**src/rtl/apb_bus1_initiator_pkg.sv**
```systemverilog
// Bus[1] shared types (device map, APB vectors) and the initiator's FSM/decode package.
// bus1_types_pkg comes first so the initiator package can import it.
package bus1_types_pkg;
  localparam int CFG_BUS1_PSLV_TOTAL = 7;

  typedef struct packed {
    logic [63:0] addr_start;
    logic [63:0] addr_end;
  } bus1_map_entry_t;

  // 0 uart1, 1 PRCI, 2 DMI, 3 SPI, 4 GPIO, 5 DDR mgmt, 6 PnP; end is exclusive
  localparam bus1_map_entry_t CFG_BUS1_MAP [CFG_BUS1_PSLV_TOTAL] = '{
    '{64'h0000_0000_1001_0000, 64'h0000_0000_1001_1000},
    '{64'h0000_0000_1001_2000, 64'h0000_0000_1001_3000},
    '{64'h0000_0000_1001_E000, 64'h0000_0000_1001_F000},
    '{64'h0000_0000_1005_0000, 64'h0000_0000_1005_1000},
    '{64'h0000_0000_1006_0000, 64'h0000_0000_1006_1000},
    '{64'h0000_0000_100C_0000, 64'h0000_0000_100C_1000},
    '{64'h0000_0000_100F_F000, 64'h0000_0000_1010_0000}
  };

  typedef struct packed {
    logic        psel;
    logic        penable;
    logic [31:0] paddr;
    logic [2:0]  pprot;
    logic        pwrite;
    logic [31:0] pwdata;
    logic [3:0]  pstrb;
  } apb_in_type;

  typedef struct packed {
    logic        pready;
    logic [31:0] prdata;
    logic        pslverr;
  } apb_out_type;

  typedef apb_in_type  [CFG_BUS1_PSLV_TOTAL-1:0] bus1_apb_in_vector;
  typedef apb_out_type [CFG_BUS1_PSLV_TOTAL-1:0] bus1_apb_out_vector;
endpackage

package apb_bus1_initiator_pkg;
  import bus1_types_pkg::*;

  typedef enum logic [1:0] {
    ST_IDLE,
    ST_SETUP,
    ST_ACCESS,
    ST_RESP
  } state_e;

  localparam logic [31:0] TIMEOUT_RDATA = 32'hFFFF_FFFF;
  localparam int          IDX_W         = $clog2(CFG_BUS1_PSLV_TOTAL + 1);
  localparam logic [IDX_W-1:0] IDX_MISS = IDX_W'(CFG_BUS1_PSLV_TOTAL);

  // Slave index whose window holds addr, or CFG_BUS1_PSLV_TOTAL when nothing matches.
  function automatic logic [IDX_W-1:0] bus1_decode(input logic [63:0] addr);
    logic [IDX_W-1:0] idx;
    idx = IDX_MISS;
    for (int i = CFG_BUS1_PSLV_TOTAL - 1; i >= 0; i--) begin
      if (addr >= CFG_BUS1_MAP[i].addr_start && addr < CFG_BUS1_MAP[i].addr_end) begin
        idx = IDX_W'(i);
      end
    end
    return idx;
  endfunction
endpackage

```
**src/rtl/apb_bus1_initiator.sv**
```systemverilog
// Bus[1] APB initiator: decodes one request, runs SETUP/ACCESS on the hit slave, returns data/err.
// Optional ACCESS watchdog enabled by defining APB_BUS1_TIMEOUT_EN.
// Handshake: a transfer happens on a rising edge where valid and ready are both high;
// valid holds its payload stable until then, and ready may depend on state only.
module apb_bus1_initiator
  import bus1_types_pkg::*;
  import apb_bus1_initiator_pkg::*;
#(
  parameter int abits          = 48,
  parameter int timeout_cycles = 1024
) (
  input  logic               i_clk,
  input  logic               i_nrst,
  input  logic               i_req_valid,
  output logic               o_req_ready,
  input  logic [abits-1:0]   i_req_addr,
  input  logic               i_req_write,
  input  logic [31:0]        i_req_wdata,
  input  logic [3:0]         i_req_wstrb,
  output logic               o_resp_valid,
  input  logic               i_resp_ready,
  output logic [31:0]        o_resp_rdata,
  output logic               o_resp_err,
  output bus1_apb_in_vector  o_apbi,
  input  bus1_apb_out_vector i_apbo,
  output state_e             o_dbg_state
);

  state_e           state_q, state_d;
  logic [IDX_W-1:0] idx_q, dec_idx;
  logic [31:0]      addr_q, wdata_q, rdata_q;
  logic [3:0]       wstrb_q;
  logic             write_q, err_q;
  logic             sel_pready, sel_pslverr;
  logic [31:0]      sel_prdata;
  logic             timeout_hit;

  assign dec_idx = bus1_decode(64'(i_req_addr));

  always_comb begin
    sel_pready  = 1'b0;
    sel_pslverr = 1'b0;
    sel_prdata  = '0;
    for (int i = 0; i < CFG_BUS1_PSLV_TOTAL; i++) begin
      if (idx_q == IDX_W'(i)) begin
        sel_pready  = i_apbo[i].pready;
        sel_pslverr = i_apbo[i].pslverr;
        sel_prdata  = i_apbo[i].prdata;
      end
    end
  end

`ifdef APB_BUS1_TIMEOUT_EN
  localparam int CNT_W = $clog2(timeout_cycles + 1);
  logic [CNT_W-1:0] cnt_q;

  assign timeout_hit = (state_q == ST_ACCESS) && !sel_pready &&
                       (cnt_q == CNT_W'(timeout_cycles - 1));

  always_ff @(posedge i_clk or negedge i_nrst) begin
    if (!i_nrst) begin
      cnt_q <= '0;
    end else if (state_q == ST_IDLE && state_d == ST_SETUP) begin
      cnt_q <= '0;
    end else if (state_q == ST_ACCESS && cnt_q != '1) begin
      cnt_q <= cnt_q + 1'b1;
    end
  end
`else
  logic unused_timeout;
  assign unused_timeout = ^32'(timeout_cycles);
  assign timeout_hit    = 1'b0;
`endif

  always_comb begin
    state_d = state_q;
    case (state_q)
      ST_IDLE:   if (i_req_valid) state_d = (dec_idx == IDX_MISS) ? ST_RESP : ST_SETUP;
      ST_SETUP:  state_d = ST_ACCESS;
      ST_ACCESS: if (sel_pready || timeout_hit) state_d = ST_RESP;
      ST_RESP:   if (i_resp_ready) state_d = ST_IDLE;
      default:   state_d = ST_IDLE;
    endcase
  end

  always_ff @(posedge i_clk or negedge i_nrst) begin
    if (!i_nrst) begin
      state_q <= ST_IDLE;
      idx_q   <= IDX_MISS;
      addr_q  <= '0;
      write_q <= 1'b0;
      wdata_q <= '0;
      wstrb_q <= '0;
      rdata_q <= '0;
      err_q   <= 1'b0;
    end else begin
      state_q <= state_d;
      if (state_q == ST_IDLE && i_req_valid) begin
        idx_q   <= dec_idx;
        addr_q  <= i_req_addr[31:0];
        write_q <= i_req_write;
        wdata_q <= i_req_wdata;
        wstrb_q <= i_req_wstrb;
        rdata_q <= '0;
        err_q   <= (dec_idx == IDX_MISS);
      end else if (state_q == ST_ACCESS && sel_pready) begin
        rdata_q <= write_q ? 32'h0 : sel_prdata;
        err_q   <= sel_pslverr;
      end else if (timeout_hit) begin
        rdata_q <= TIMEOUT_RDATA;
        err_q   <= 1'b1;
      end
    end
  end

  // Only the latched slave sees the request; every other entry stays all-zero.
  always_comb begin
    o_apbi = '0;
    for (int i = 0; i < CFG_BUS1_PSLV_TOTAL; i++) begin
      if ((state_q == ST_SETUP || state_q == ST_ACCESS) && idx_q == IDX_W'(i)) begin
        o_apbi[i].psel    = 1'b1;
        o_apbi[i].penable = (state_q == ST_ACCESS);
        o_apbi[i].paddr   = addr_q;
        o_apbi[i].pwrite  = write_q;
        o_apbi[i].pwdata  = wdata_q;
        o_apbi[i].pstrb   = wstrb_q;
      end
    end
  end

  assign o_req_ready  = (state_q == ST_IDLE) && i_nrst;
  assign o_resp_valid = (state_q == ST_RESP);
  assign o_resp_rdata = rdata_q;
  assign o_resp_err   = err_q;
  assign o_dbg_state  = state_q;

endmodule

```
**config.mk**
```make
export PLATFORM = sky130hd
export DESIGN_NAME = apb_bus1_initiator
export DESIGN_NICKNAME = d
export VERILOG_FILES = /design/src/rtl/apb_bus1_initiator_pkg.sv /design/src/rtl/apb_bus1_initiator.sv
export SDC_FILE = /design/constraint.sdc
export NUM_CORES = 1
export LEC_CHECK = 0
export ABC_CLOCK_PERIOD_IN_PS = 1940
export BUFFER_PORTS_ARGS = -buffer_cell sky130_fd_sc_hd__buf_4
export CAP_MARGIN = 20
export CORE_AREA = 2 2 346 348
export CTS_CLUSTER_SIZE = 14
export DETAILED_ROUTE_END_ITERATION = 6
export DIE_AREA = 0 0 348 350
export GPL_TIMING_DRIVEN = 1
export PLACE_DENSITY = 0.3
export SYNTH_ARGS = -nofsm -noshare
export SYNTH_HDL_FRONTEND = slang
export SYNTH_SLANG_ARGS = --single-unit
```
**constraint.sdc**
```tcl
create_clock -name i_clk -period 1.94 [get_ports i_clk]
set_clock_uncertainty 0.05 [all_clocks]
set_input_delay 0.388 -clock i_clk [delete_from_list [all_inputs] [get_ports i_clk]]
set_output_delay 0.388 -clock i_clk [all_outputs]
set_load 0.005 [all_outputs]
```
# Yosys cells after proc, flatten, opt, wreduce, memory -nomap -nowiden
# Cells that the tools add are included.
[op_classes]
addsub = 0
n_mul = 0
div_mod_pow = 0
magnitude_cmp = 14
eq_ne = 13
shift = 0
n_mux = 52
bitwise_logic = 0
n_reduce_logical = 22
[op_table]
columns = ["op", "count"]
rows = [
  ["48-bit by 29-bit >= comparator with 1-bit output, second input constant", 7],
  ["48-bit by 29-bit less-than comparator with 1-bit output, second input constant", 7],
  ["32-bit two-way mux", 10],
  ["37-bit two-way mux", 7],
  ["34-bit two-way mux", 7],
  ["1-bit logical AND", 17],
  ["1-bit two-way mux", 17],
  ["3-bit equality test, second input constant", 4],
  ["2-bit two-way mux", 6],
  ["3-bit two-way mux", 4],
  ["2-bit one-hot mux with 4 select lines", 1],
  ["3-bit by 2-bit equality test with 1-bit output, second input constant", 2],
  ["2-bit equality test, second input constant", 2],
  ["2-bit inequality test, second input constant", 2],
  ["3-bit by 1-bit equality test with 1-bit output, second input constant", 1],
  ["3-bit logical NOT", 1],
  ["3-bit AND reduction", 1],
  ["2-bit by 1-bit equality test with 1-bit output, second input constant", 1],
  ["2-bit logical NOT", 1],
  ["2-bit by 1-bit inequality test with 1-bit output, second input constant", 1],
  ["2-bit nonzero test", 1],
  ["1-bit logical OR", 1],
]
[word_totals]
regBits = 107
latch_bits = 0
mem_bits_rw = 0
romBits = 0
input_bits = 327
out_inout_bits = 555
memories = 0

# Depth between registers and ports, before layout
[logic_depth]
depth_word = 13
depth_mapped = 8
ltp_nobuf = 7

# Least setup slack after synthesis
# No wires, ideal clock.
[synth_path]
kind = "register -> output"
start = "reg idx_q[1]"
end = "out o_apbi[471] (netlist bit)"
arrival_ns = 1.718
slack_ns = -0.216
path_stages_with_launch = 6
path_buffers = 2
cell_sequence = "dfstp_2 -> clkbuf_1 -> nand3_1 -> nor2_1 -> clkbuf_1 -> and2_1"
[synth_lines]
columns = ["element", "line", "source"]
rows = [
  ["start, declared", "apb_bus1_initiator.sv:30", "logic [IDX_W-1:0] idx_q, dec_idx;"],
  ["start signal, assigned", "apb_bus1_initiator.sv:99", "idx_q <= dec_idx;"],
  ["end, declared", "apb_bus1_initiator.sv:24", "output bus1_apb_in_vector o_apbi,"],
]

==> run summary <==
M1 wire length: 34590 um
Vias in the first global route: 12276
Power Total: 26.58 mW
CTS H-tree lvls: 3
Synth Flop Type: dfrtp_1
PortBufs: 860
Worst Tran Pin Value: 0.6180 ns
Final WL: 81830 um
Clock buffer depth: 2
RePlAce Congestion: 0.8824
DRC viols: 0
RSZ-0062 raised after global routing: yes
Largest net degree at the start of global routing: 61
Rel. slew slack: 0.5880
Leakage power: 9.920 nW
Antenna viol nets, final: 0
WL/cell: 22.42 um
DR vias/cell: 3.429
FFs w/ async S/R, synth: 1.000
Metal3 WL: 4281 um
Fin area: 21050 sq um
Post-synth EDFFs: 0
Initial antenna violation count: 12
Max-Cap Viols: 0
# rows: 126
Commonest non-fill, non-tap cell in the layout: buf_4
Outcome: finished, violations left
Drt initial violations: 598
CTS buffer count: 9
Crit share post-route: 1.376
Worst setup SP type: register
# IOs: 882
Filler cells: 13289
Detail Placement HPWL: 57080 um
Hold Fails Final Rpt: 0
Post-synth cell types: 43
Die width: 348 um
Worst hold path type: in2reg
Critical Path RT: 1.50 ns
First-pass GRT wire length: 102400 um
Yosys warnings: 0
Root Driver: clkbuf_16
Metal2 WL: 41680 um
Fin crit period: 2.670 ns
Core box area: 117800 sq um
Layout area overhead: 119.2%
Dpl cell area: 18970 sq um
Reg clk slew, reported paths: 0.10 ns
Overall Global Routing Usage: 0.1203
Die Ht: 350 um
WS Path Type: reg2out
Power per cell area: 1263 nW/um^2
Area of the die: 121800 sq um
Critical path endpoint category: output pin
Seq cells post-synth: 107
Fin Hold WS: 0.1523 ns
Crit path DAT: 2.23 ns
Detailed Routing Iterations Pass 1: 6
Fmax: 374.6 MHz
Final WS setup: -0.7296 ns
Post-Syn Area: 9603 sq um
Insertion delay to the later sink of the worst-skew pair: 0.40 ns
CTS tree: done
Most frequent cells in the layout: buf_4, and2_1, and2_4, dfrtp_1, mux2_2
Sink Count: 107
Final Max Tran Viols: 0
GR Overflow Total: 0
Avg Cell Area, Syn: 8.365 sq um
Nets: 2429
CP Max Fanout: 16
Sequential share of the synthesized area: 0.2792
Peak supply drop: 0.0005636 V
Top layer in use: met5
Initial core utilization: 0.08154
Failing checks: negative setup slack
Via count: 12517
Final setup viols: 532
Share of cells above drive strength 1: 0.6253
Syn Inst Count: 1148
[metal layers]
metal / up-vias / global-route usage
li1: 5819 / -
met1: 6143 / 0.1489
met5: - / 0
met3: 42 / 0.02488
met2: 511 / 0.2129
met4: 2 / 0.02686
[cell type report]
type / instances / area [sq um] / share of cell area
Antenna cell: 11 / 27.53 / 0.001308
Clock buffer: 9 / 225.2 / 0.01070
Clock inverter: 7 / 62.56 / 0.002972
Inverter: 40 / 150.1 / 0.007134
Multi-Input combinational cell: 895 / 6723 / 0.3194
Sequential cell: 107 / 2685 / 0.1276
Tap cell: 1536 / 1922 / 0.09131
Timing Repair Buffer: 1045 / 9253 / 0.4396
[metrics by stage]
step | worst slack, ns | TNS, ns | utilization | instances
final | -0.7296 | -319.03 | 0.1787 | 3650
after global routing | -0.8384 | -381.27 | 0.1786 | 3642
after CTS | -0.7690 | -347.50 | 0.1722 | 3623
after detailed placement | -0.6701 | -154.33 | 0.1611 | 3569
after global placement | -0.6206 | -148.96 | 0.1611 | 3569
after floorplan | -0.08568 | -18.44 | - | 1168
[worst max-delay path, stage by stage (launching register included)]
cell	delay (ns)
dfrtp_1	0.36
inv_1	0.08
ha_4	0.29
nand2_2	0.05
buf_6	0.13
buf_12	0.12
nor2_4	0.14
buf_12	0.18
buf_12	0.17
and2_1	0.16
buf_4	0.10
[worst paths after layout]
check,depth (start not counted),slack [ns],endpoint,start
worst max-delay path,10,-0.73,o_apbi[370],o_dbg_state[0]
worst min-delay path,2,0.15,addr_q[10],i_req_addr[10]
worst max register to register,9,-0.56,o_resp_rdata[1],idx_q[1]
worst min register to register,2,0.47,o_resp_rdata[25],o_resp_rdata[25]
max in group asynchronous,3,0.95,wdata_q[16],i_nrst
min in group asynchronous,3,0.49,o_resp_rdata[22],i_nrst
[synth_stat cells, drive strengths merged, types with 9 or more instances]
library cell  instances  area share
and2                485        0.32
dfrtp               104        0.27
mux2                103        0.12
clkbuf               88       0.034
o21ai                70       0.038
a22oi                67       0.052
buf                  38       0.027
inv                  38       0.015
o221ai               33       0.030
o2111ai              32       0.029
nand2                10      0.0039
nor2                 10      0.0039
nor3                  9      0.0047
nor4                  9      0.0065
[report_power, final]
group	total [mW]	internal [mW]	switching [mW]	leakage [nW]
sequential	5.43	3.26	2.17	1.31
combinational	19.1	10.1	9.00	8.48
clock	2.08	0.901	1.18	0.132
[cell families after synthesis]
logic type	share of synthesized area
flip-flops	0.2792
other	0.0003905
multiplexers	0.1283
AO/OA/AOI/OAI	0.1558
buffers and inverters	0.07726
AND/OR/NAND/NOR	0.3528
adder cells (fa/ha/maj)	0.005212
XOR/XNOR	0.0009122
[registers in the layout, indices dropped and copies added, names as in the netlist]
register / count
o_dbg_state: 2
addr_q: 32
o_resp_rdata: 32
wdata_q: 32
wstrb_q: 4
write_q: 1
o_resp_err: 1
idx_q: 3
[what timing repair did]
action	in CTS	in global routing
gates resized for setup	111	152
buffers inserted	24	8
pin swaps	6	1
setup endpoints to repair	533	535
hold buffers	1	0
gates cloned	13	11
endpoints found under the hold margin	104	0
Note: power is estimated with default switching activity, not from simulation.
